--- src/rtl/piezo_pkg.sv ---
// Shared types and the default alert pattern table for the piezo alert sequencer.
package piezo_pkg;

    typedef struct packed {
        logic [15:0] half_per;
        logic [11:0] on_ms;
        logic [11:0] off_ms;
        logic [3:0]  beeps;
        logic [11:0] rest_ms;
    } alert_pat_t;

    typedef enum logic [1:0] {
        IDLE = 2'd0,
        BEEP = 2'd1,
        GAP  = 2'd2,
        REST = 2'd3
    } state_t;

    // Index 0 (overspeed) is the highest-priority channel.
    localparam alert_pat_t [2:0] PAT_DEFAULT = {
        alert_pat_t'{half_per: 16'd25000, on_ms: 12'd150, off_ms: 12'd0,   beeps: 4'd1, rest_ms: 12'd1850},
        alert_pat_t'{half_per: 16'd12500, on_ms: 12'd100, off_ms: 12'd100, beeps: 4'd2, rest_ms: 12'd1600},
        alert_pat_t'{half_per: 16'd6250,  on_ms: 12'd100, off_ms: 12'd100, beeps: 4'd1, rest_ms: 12'd0}
    };

endpackage

--- src/rtl/piezo_tone.sv ---
// Square-wave tone generator; the wave restarts high on each rising edge of i_en.
module piezo_tone (
    input  logic        clk,
    input  logic        rst_n,
    input  logic        i_en,
    input  logic [15:0] i_halfPer,
    output logic        o_wave
);

    logic [15:0] r_cnt;
    logic        r_phase;

    // Held cleared and high while disabled, so the first enabled cycle is a high half-period.
    always_ff @(posedge clk or negedge rst_n) begin
        if (!rst_n) begin
            r_cnt   <= 16'd0;
            r_phase <= 1'b1;
        end else if (!i_en) begin
            r_cnt   <= 16'd0;
            r_phase <= 1'b1;
        end else if (r_cnt >= i_halfPer - 16'd1) begin
            r_cnt   <= 16'd0;
            r_phase <= ~r_phase;
        end else begin
            r_cnt   <= r_cnt + 16'd1;
        end
    end

    assign o_wave = r_phase;

endmodule

--- src/rtl/piezo_seq.sv ---
// Priority-arbitrated alert sequencer driving the differential piezo pair.
module piezo_seq
    import piezo_pkg::*;
#(
    parameter int                      NUM_CH   = 3,
    parameter int                      TICK_DIV = 50000,
    parameter alert_pat_t [NUM_CH-1:0] PAT      = PAT_DEFAULT,
    localparam int                     CH_W     = (NUM_CH > 1) ? $clog2(NUM_CH) : 1
) (
    input  logic              clk,
    input  logic              rst_n,
    input  logic [NUM_CH-1:0] alert_req,
    input  logic              mute,
    output logic              sound,
    output logic              sound_n,
    output logic              busy,
    output logic [CH_W-1:0]   active_ch
);

    localparam int PRE_W = $clog2(TICK_DIV);

    if (TICK_DIV < 2) begin : g_badTick
        $error("piezo_seq: TICK_DIV must be at least 2");
    end

    for (genvar g = 0; g < NUM_CH; g++) begin : g_patCheck
        if (PAT[g].on_ms == 12'd0 || PAT[g].half_per == 16'd0) begin : g_badPat
            $error("piezo_seq: channel %0d has on_ms or half_per of zero", g);
        end
    end

    state_t           r_state;
    logic [CH_W-1:0]  r_activeCh;
    logic [3:0]       r_beepCnt;
    logic [PRE_W-1:0] r_pre;
    logic [11:0]      r_ms;

    alert_pat_t       w_pat;
    logic [3:0]       w_beeps;
    logic [11:0]      w_dur;
    logic             w_timeUp;
    logic             w_reqHeld;
    logic             w_restart;
    logic             w_toneEn;
    logic             w_wave;
    logic             w_soundNext;
    logic [CH_W-1:0]  w_winner;
    state_t           w_nextState;
    logic [CH_W-1:0]  w_nextCh;
    logic [3:0]       w_nextBeepCnt;

    assign w_pat     = PAT[r_activeCh];
    assign w_beeps   = (w_pat.beeps == 4'd0) ? 4'd1 : w_pat.beeps;
    assign w_reqHeld = alert_req[r_activeCh];

    always_comb begin
        w_winner = '0;
        for (int i = NUM_CH - 1; i >= 0; i--) begin
            if (alert_req[i]) w_winner = CH_W'(i);
        end
    end

    always_comb begin
        w_dur = 12'd0;
        case (r_state)
            BEEP:    w_dur = w_pat.on_ms;
            GAP:     w_dur = w_pat.off_ms;
            REST:    w_dur = w_pat.rest_ms;
            default: w_dur = 12'd0;
        endcase
    end

    // Last cycle of a timed state: both timers sit at their terminal values.
    assign w_timeUp = (r_state != IDLE) && (r_ms == w_dur - 12'd1)
                      && (r_pre == PRE_W'(TICK_DIV - 1));

    // Arbitration only in IDLE and at burst end; a dropped request is the sole early exit.
    always_comb begin
        w_nextState   = r_state;
        w_nextCh      = r_activeCh;
        w_nextBeepCnt = r_beepCnt;
        case (r_state)
            IDLE: begin
                if (|alert_req) begin
                    w_nextState   = BEEP;
                    w_nextCh      = w_winner;
                    w_nextBeepCnt = 4'd1;
                end
            end
            BEEP: begin
                if (w_timeUp) begin
                    if (!w_reqHeld) begin
                        w_nextState = IDLE;
                    end else if (r_beepCnt < w_beeps) begin
                        w_nextBeepCnt = r_beepCnt + 4'd1;
                        w_nextState   = (w_pat.off_ms == 12'd0) ? BEEP : GAP;
                    end else if (w_pat.rest_ms == 12'd0) begin
                        w_nextState   = BEEP;
                        w_nextCh      = w_winner;
                        w_nextBeepCnt = 4'd1;
                    end else begin
                        w_nextState = REST;
                    end
                end
            end
            GAP: begin
                if (!w_reqHeld)    w_nextState = IDLE;
                else if (w_timeUp) w_nextState = BEEP;
            end
            REST: begin
                if (!w_reqHeld) begin
                    w_nextState = IDLE;
                end else if (w_timeUp) begin
                    w_nextState   = BEEP;
                    w_nextCh      = w_winner;
                    w_nextBeepCnt = 4'd1;
                end
            end
            default: w_nextState = IDLE;
        endcase
    end

    always_ff @(posedge clk or negedge rst_n) begin
        if (!rst_n) begin
            r_state    <= IDLE;
            r_activeCh <= '0;
            r_beepCnt  <= 4'd0;
        end else begin
            r_state    <= w_nextState;
            r_activeCh <= w_nextCh;
            r_beepCnt  <= w_nextBeepCnt;
        end
    end

    // Timers restart on every transition, including BEEP re-entering BEEP.
    assign w_restart = w_timeUp || (w_nextState != r_state);

    always_ff @(posedge clk or negedge rst_n) begin
        if (!rst_n) begin
            r_pre <= '0;
            r_ms  <= 12'd0;
        end else if (w_restart || r_state == IDLE) begin
            r_pre <= '0;
            r_ms  <= 12'd0;
        end else if (r_pre == PRE_W'(TICK_DIV - 1)) begin
            r_pre <= '0;
            if (r_ms != 12'hFFF) r_ms <= r_ms + 12'd1;
        end else begin
            r_pre <= r_pre + PRE_W'(1);
        end
    end

    // Dropping enable on the final BEEP cycle restarts the tone high on the next BEEP entry.
    assign w_toneEn = (r_state == BEEP) && !w_timeUp;

    piezo_tone u_tone (
        .clk       (clk),
        .rst_n     (rst_n),
        .i_en      (w_toneEn),
        .i_halfPer (w_pat.half_per),
        .o_wave    (w_wave)
    );

    assign w_soundNext = (r_state == BEEP) && w_wave && !mute;

    always_ff @(posedge clk or negedge rst_n) begin
        if (!rst_n) begin
            sound   <= 1'b0;
            sound_n <= 1'b1;
        end else begin
            sound   <= w_soundNext;
            sound_n <= ~w_soundNext;
        end
    end

    assign busy      = (r_state != IDLE);
    assign active_ch = r_activeCh;

endmodule

--- config.mk ---
export PLATFORM = sky130hd
export DESIGN_NAME = piezo_seq
export DESIGN_NICKNAME = d
export VERILOG_FILES = /design/src/rtl/piezo_pkg.sv /design/src/rtl/piezo_tone.sv /design/src/rtl/piezo_seq.sv
export SDC_FILE = /design/constraint.sdc
export NUM_CORES = 1
export LEC_CHECK = 0
export CAP_MARGIN = 20
export CELL_PAD_IN_SITES_DETAIL_PLACEMENT = 1
export CELL_PAD_IN_SITES_GLOBAL_PLACEMENT = 1
export CORE_ASPECT_RATIO = 1.1
export CORE_MARGIN = 1.5
export CORE_UTILIZATION = 48
export CTS_CLUSTER_DIAMETER = 120
export DETAILED_ROUTE_END_ITERATION = 10
export GPL_TIMING_DRIVEN = 0
export PLACE_DENSITY_LB_ADDON = 0.15
export SKIP_LAST_GASP = 1
export SYNTH_ARGS = -nofsm -noshare
export SYNTH_HDL_FRONTEND = slang
export SYNTH_SLANG_ARGS = --single-unit
export TNS_END_PERCENT = 1
--- constraint.sdc ---
create_clock -name clk -period 3.53 [get_ports clk]
set_input_delay 0.706 -clock clk [delete_from_list [all_inputs] [get_ports clk]]
set_output_delay 0.706 -clock clk [all_outputs]
set_load 0.01 [all_outputs]
==> impl_metrics.toml, run 1 <==
[finish]
fillerInstances = 812
drive_above_1_share = 0.159
finalNetCount = 459
antenna_cells_inserted = 0
areaGrowthSynthToFinish_pct = 17.3
postLayoutCoreUtil = 0.590

[logic_synthesis]
postSynth.asyncResetShare = 1.00
synth_largest_type_area_fraction = 0.372
syn-instance-count = 386
ys_top_cells_by_area = "dfrtp_1, ha_1, xor2_1, nor2_1, xnor2_1"
synthFlopType = "dfrtp_1"
syn_nets = 418
mappedNetlistArea_sq_um = 3560
synth_edf_count = 0
synthesis.yosys.warnings = 0
ys_types = 58
postSynthRegisterBits = 55
synth_top_area_cell = "dfrtp_1"
synth_area_per_cell_sq_um = 9.23
synth.yosys.seq_area_share = 0.387

[drt]
route.vias.total = 2995
dr.first_iter.drc_count = 156
drtPass1Iterations = 7
drt-wirelength-per-cell_um = 17.7
drt_drc_violations_left = 4
vias_per_cell = 5.84
wirelength_mm = 9.08
route.antenna.remaining_nets = 0

[clock_network]
clock_sink_count = 55
cts_max_level = 2
ctsHoldBuffers = 0
clock_insertion_delay_worst_skew_ps = 310
cts_max_path_buffers = 2
cts_tree = "yes"
cts-buffers-inserted = 5
clk_transition_reported_paths_ps = 100
cts-root-buf = "clkbuf_8"

[critical_path]
setup.worst_path.end_class = "register"
r2r_start = "active_ch[1]$_DFFE_PN0P_"
crit_path_max_delay_family = "compound AO/OA/AOI/OAI gates"
startpoint_type = "register"
worstPathBufferInverterCount = 3
critPathSlowestCell = "a222oi_1"
cp_max_fo = 10
crit_type = "register to register"
setup.worst_path.start = "active_ch[1]$_DFFE_PN0P_"
worstPathCellList = "buf_8 > nor3b_4 > a21oi_2 > ha_2 > buf_6 > xnor2_2 > xnor2_1 > or3_1 > a222oi_1 > nand4_4 > o22ai_4 > buf_4 > nand3_1 > o21a_1"
critical_path_required_ps = 3730
critPathMaxStageDelay_ps = 560
r2r_cells = 14
critical_path_depth = 14
cp_data_arrival_time_ps = 3630

[sta]
setup_viol = 0
fin_skew_ps = 9.02
maxSlewViolCount = 0
finalHoldWorstSlack_ps = 309
finalWorstSetupSlack_ps = 99.8
number_of_hold_slack_violations_in_the_final_timing_report = 0
rsz0062_at_grt = "yes"
timing.fmax_mhz = 292
timing.slew.headroom = 0.591
worst_pin_slew_ps = 606
setup-tns-final_ps = 0
final_min_period_over_clock_period = 0.972
finalWorstPathRequiredPeriod_ps = 3430

[floorplanning]
core_region_area_sq_um = 7090
floorplan.initialDensity = 0.503
placementRows = 32
die_height_um = 93.4
boundaryPins = 11
dieWidth_um = 85.1
die_area_sq_um = 7950

[run]
count_of_maximum_capacitance_violations = 0

[grt]
number_of_antenna_violations_at_the_first_check_in_global_routing = 0
grt_pass1_vias = 3075
grt_max_degree = 41
grtUsageTotal = 0.226
gr_overflow_total = 0
grt_pass1_wl_mm = 14.4

[power]
p_leak_nw = 1.96
power.density_nw_per_um2 = 389
report.power.total_mw = 1.63
irDropWorstVdd_v = 0.000241

[status]
status = "finished, violations left"
failed_checks = "DRC"

[place]
placement.io_buffers = 10
place_ws_ps = -396
routabilityCongestion = 0.819
dpl.hpwl_mm = 6.07

[hold_path]
timing.hold.worst.class = "input port to async pin"
## state kept, by name, summed over array words and instances, names as in the netlist
register       flops
active_ch          2
u_tone.o_wave      1
sound_n            1
r_pre             16
sound              1
r_beepCnt          4
r_state            2
u_tone.r_cnt      16
r_ms              12
## where the power goes
part           internal [mW]  switching, mW
Sequential             0.725          0.123
Combinational          0.197          0.205
Clock                  0.161          0.216
Total                   1.08          0.543
## cell families after synthesis
logic type / Yosys count / share of synthesized area
AND/OR/NAND/NOR: 172 / 0.254
AO/OA/AOI/OAI: 56 / 0.107
flip-flops: 55 / 0.387
adder cells (fa/ha/maj): 26 / 0.0913
XOR/XNOR: 47 / 0.116
multiplexers: 3 / 0.00843
buffers and inverters: 27 / 0.0365
## worst paths after layout
kind                                             end  slack, ps
max in group asynchronous         r_pre[8]$_DFF_PN0_       2670
min                        u_tone.r_cnt[2]$_DFF_PN0_        310
min reg2reg                       r_pre[0]$_DFF_PN0_        480
max                         r_beepCnt[0]$_DFFE_PN0P_        100
min in group clk                  r_pre[0]$_DFF_PN0_        480
max reg2reg                 r_beepCnt[0]$_DFFE_PN0P_        100
## through the flow
stage                     std cells  instance area (sq um)
after floorplan                 386                   3560
after global placement          481                   3770
after detailed placement        482                   3780
after CTS                       497                   3980
after global routing            513                   4180
final                           513                   4180
## cells in the final DEF (no fill, tap or decap), drive strengths merged, types with 3 or more instances in the layout
cell type	n
nor2	62
dfrtp	53
buf	36
nand3	28
xor2	27
ha	26
nand2	21
xnor2	20
a21oi	12
inv	12
o21ai	12
nand4	10
clkdlybuf4s50	9
clkbuf	9
nand2b	8
and3	8
a31oi	6
o21a	5
nor3	5
and4	4
nor4bb	4
a21o	3
mux2i	3
## cell usage after synthesis (2+ instances only)
cell,count
a2111oi_0,2
a211o_1,2
a21o_1,3
a21oi_1,12
a31oi_1,6
and2_1,2
and3_1,8
and4_1,4
buf_2,5
buf_4,4
clkbuf_1,4
dfrtp_1,53
dfstp_2,2
ha_1,26
inv_1,12
mux2i_1,3
nand2_1,21
nand2b_1,8
nand3_1,28
nand3b_1,2
nand4_1,9
nand4b_1,2
nor2_1,62
nor2b_1,2
nor3_1,5
nor4bb_1,4
o21a_1,5
o21ai_0,9
o21ai_1,3
o31ai_1,2
or2_2,2
or3b_1,2
or4_1,2
xnor2_1,20
xor2_1,27
## timing repair
item | CTS | global route
pin swaps | 4 | 5
buffers inserted | 8 | 17
endpoints found under the setup margin | 36 | 35
gates resized for setup | 18 | 19
## layer usage
metal  GRT usage  up-vias  wire length, um
li1            -     1442                -
met2       0.401       50             4630
met5           0        -                0
met4      0.0601        0              121
met1       0.287     1494             4080
met3      0.0327        9              250
## layout make-up
| class | instances | area [sq um] | area share |
|---|---|---|---|
| multi-input combinational | 304 | 2120 | 0.508 |
| sequential | 55 | 1380 | 0.331 |
| timing repair buffer | 36 | 314 | 0.0751 |
| tap | 85 | 106 | 0.0254 |
| buffer | 12 | 100 | 0.0240 |
| clock buffer | 6 | 82.6 | 0.0198 |
| inverter | 13 | 55.1 | 0.0132 |
| clock inverter | 2 | 16.3 | 0.00389 |
No activity file was read; power rests on OpenSTA's default activity.
==> run 2, diff against run 1 <==
--- a/config.mk
+++ b/config.mk
@@ -16,6 +16,7 @@
 export GPL_TIMING_DRIVEN = 0
 export PLACE_DENSITY_LB_ADDON = 0.15
 export SKIP_LAST_GASP = 1
+export SLEW_MARGIN = 0
 export SYNTH_ARGS = -nofsm -noshare
 export SYNTH_HDL_FRONTEND = slang
 export SYNTH_SLANG_ARGS = --single-unit
==> results of run 2 <==
Final layout, timing and power as in run 1 (identical DEF).
==> run 3, diff against run 2 <==
==> constraint.sdc (replaced) <==
create_clock -name clk -period 3.53 [get_ports clk]
set_input_delay 0.706 -clock clk [delete_from_list [all_inputs] [get_ports clk]]
set_output_delay 0.706 -clock clk [all_outputs]
set_load 0.1 [all_outputs]
==> run 3 against run 2 <==
The run now ends clean. Flip-flop and latch count did not move. Final cell count shrank 1.4%. Core utilization shrank 0.41 points. Die area unchanged. Critical path depth fell by 1. Critical path type unchanged.
==> impl_metrics.toml, run 3 (synthesis results as in run 1) <==
[finish]
final_cell_area_sq_um = 4150
postLayoutCoreUtil = 0.586
areaGrowthSynthToFinish_pct = 16.5
leading_cell_type_in_the_layout_fill_and_taps_excluded = "nor2_1"
mostFrequentLayoutCells = "nor2_1, dfrtp_1, nand3_1, xor2_1, ha_1"
multi_input_area_sq_um = 2140
antenna_cells_inserted = 0
sequential_cell_area_sq_um = 1380
finish.cell_count_without_fillers = 506
finalNetCount = 453
drive_above_1_share = 0.140
largestRegisters = "r_pre x16, u_tone.r_cnt x16, r_ms x12"
fillerInstances = 833

[critical_path]
critPathMaxStageDelay_ps = 540
critical_path.reg2reg.endpoint = "active_ch[0]$_DFFE_PN0P_"
worstPathCellList = "buf_8 > nor3b_4 > a21oi_2 > ha_1 > buf_6 > xnor2_4 > xnor2_1 > or3_1 > a222oi_1 > nand4_4 > o22ai_4 > and2_4 > o21ai_1"
crit_type = "register to register"
critical_path_required_ps = 3740
crit_path_max_delay_family = "simple AND/OR/NAND/NOR gates"
r2r_start = "active_ch[1]$_DFFE_PN0P_"
cp_data_arrival_time_ps = 3610
worstPathBufferInverterCount = 2
r2r_setup_slack_ps = 140
cp_max_fo = 8
startpoint_type = "register"
r2r_cells = 13
critPathSlowestCell = "a222oi_1"
setup.worst_path.end_class = "register"

[power]
clkPwrFrac = 0.246
p_int_mw = 1.14
p_leak_nw = 1.93
irDropWorstVdd_v = 0.000265
netSwitchingPower_mw = 0.570
report.power.total_mw = 1.71
gate_power_share = 0.255
switching_share = 0.334
power.density_nw_per_um2 = 412
share_seq_of_total_power = 0.499

[floorplanning]
dieWidth_um = 85.1
core_region_area_sq_um = 7090
placementRows = 32
die_height_um = 93.4
floorplan.initialDensity = 0.503
die_area_sq_um = 7950
boundaryPins = 11

[drt]
route.vias.total = 3012
dr.first_iter.drc_count = 145
wirelength_mm = 9.49
drt_drc_violations_left = 0
drtPass1Iterations = 5
drt-wirelength-per-cell_um = 18.8
vias_per_cell = 5.95
route.antenna.remaining_nets = 0

[sta]
setup-tns-final_ps = 0
final_min_period_over_clock_period = 0.961
finalHoldWorstSlack_ps = 408
fin_skew_ps = 10.6
number_of_hold_slack_violations_in_the_final_timing_report = 0
worst_pin_slew_ps = 985
setup_viol = 0
finalWorstPathRequiredPeriod_ps = 3390
maxSlewViolCount = 0
timing.slew.headroom = 0.341
finalWorstSetupSlack_ps = 137
timing.fmax_mhz = 295

[clock_network]
clk_transition_reported_paths_ps = 100
cts-root-buf = "clkbuf_8"
clock_sink_count = 55
cts_max_level = 2
clock_insertion_delay_worst_skew_ps = 320
cts_max_path_buffers = 2
cts_tree = "yes"
cts-buffers-inserted = 5

[place]
dpl.hpwl_mm = 6.51
routabilityCongestion = 0.803
place_ws_ps = -314
placement.cell_area_sq_um = 3790
placedCellCount = 482
placement.io_buffers = 10

[grt]
grt_pass1_wl_mm = 15.3
grt_max_degree = 29
grt_pass1_vias = 3109
grtUsageTotal = 0.242
gr_overflow_total = 0
number_of_antenna_violations_at_the_first_check_in_global_routing = 0

[hold_path]
timing.hold.worst.class = "input port to async pin"

[status]
status = "complete, no violations"

[run]
count_of_maximum_capacitance_violations = 0
run 3: changes by cell type in the layout (fill, tap and decap cells not counted), sizes merged:
cell	previous run	this run
clkinv	1	0
bufinv	0	1
clkinvlp	2	1
buf	36	30
run 3: area by class of cell:
class                      instances  share of cell area
multi-input combinational        304               0.516
sequential                        55               0.333
timing repair buffer              30              0.0630
tap                               85              0.0256
buffer                            12              0.0241
clock buffer                       6              0.0175
inverter                          13              0.0139
clock inverter                     1             0.00724
run 3: worst max path at each step:
stage	from	end	slack, ps	cells after the start
finish	active_ch[1]$_DFFE_PN0P_	active_ch[0]$_DFFE_PN0P_	140	13
detailed placement	r_state[1]$_DFF_PN0_	u_tone.r_cnt[10]$_DFF_PN0_	-310	15
CTS	active_ch[0]$_DFFE_PN0P_	r_beepCnt[3]$_DFFE_PN0P_	-4	14
global placement	r_state[1]$_DFF_PN0_	u_tone.r_cnt[7]$_DFF_PN0_	-310	15
floorplan	active_ch[0]$_DFFE_PN0P_	u_tone.r_cnt[10]$_DFF_PN0_	30	15
global route	active_ch[1]$_DFFE_PN0P_	r_beepCnt[1]$_DFFE_PN0P_	-50	14
run 3: routing by layer:
layer / vias to the layer above / part of all wire / global-route usage
li1: 1431 / - / -
met1: 1506 / 0.43 / 0.295
met2: 55 / 0.52 / 0.452
met3: 20 / 0.029 / 0.0335
met4: 0 / 0.021 / 0.0492
met5: - / 0 / 0
run 3: timing repair:
item	in CTS	in global routing
buffers inserted	4	15
pin swaps	3	7
cloned	0	0
endpoints found under the setup margin	34	33
resized for setup	15	21
hold buffers	0	0
run 3: power groups by stage:
stage                     sequential, mW  combinational, mW  clock [mW]
after CTS                          0.854              0.412       0.430
after global routing               0.871              0.503       0.447
after global placement             0.856              0.370           0
after floorplan                    0.847              0.286           0
after detailed placement           0.864              0.400           0
final                              0.852              0.436       0.421
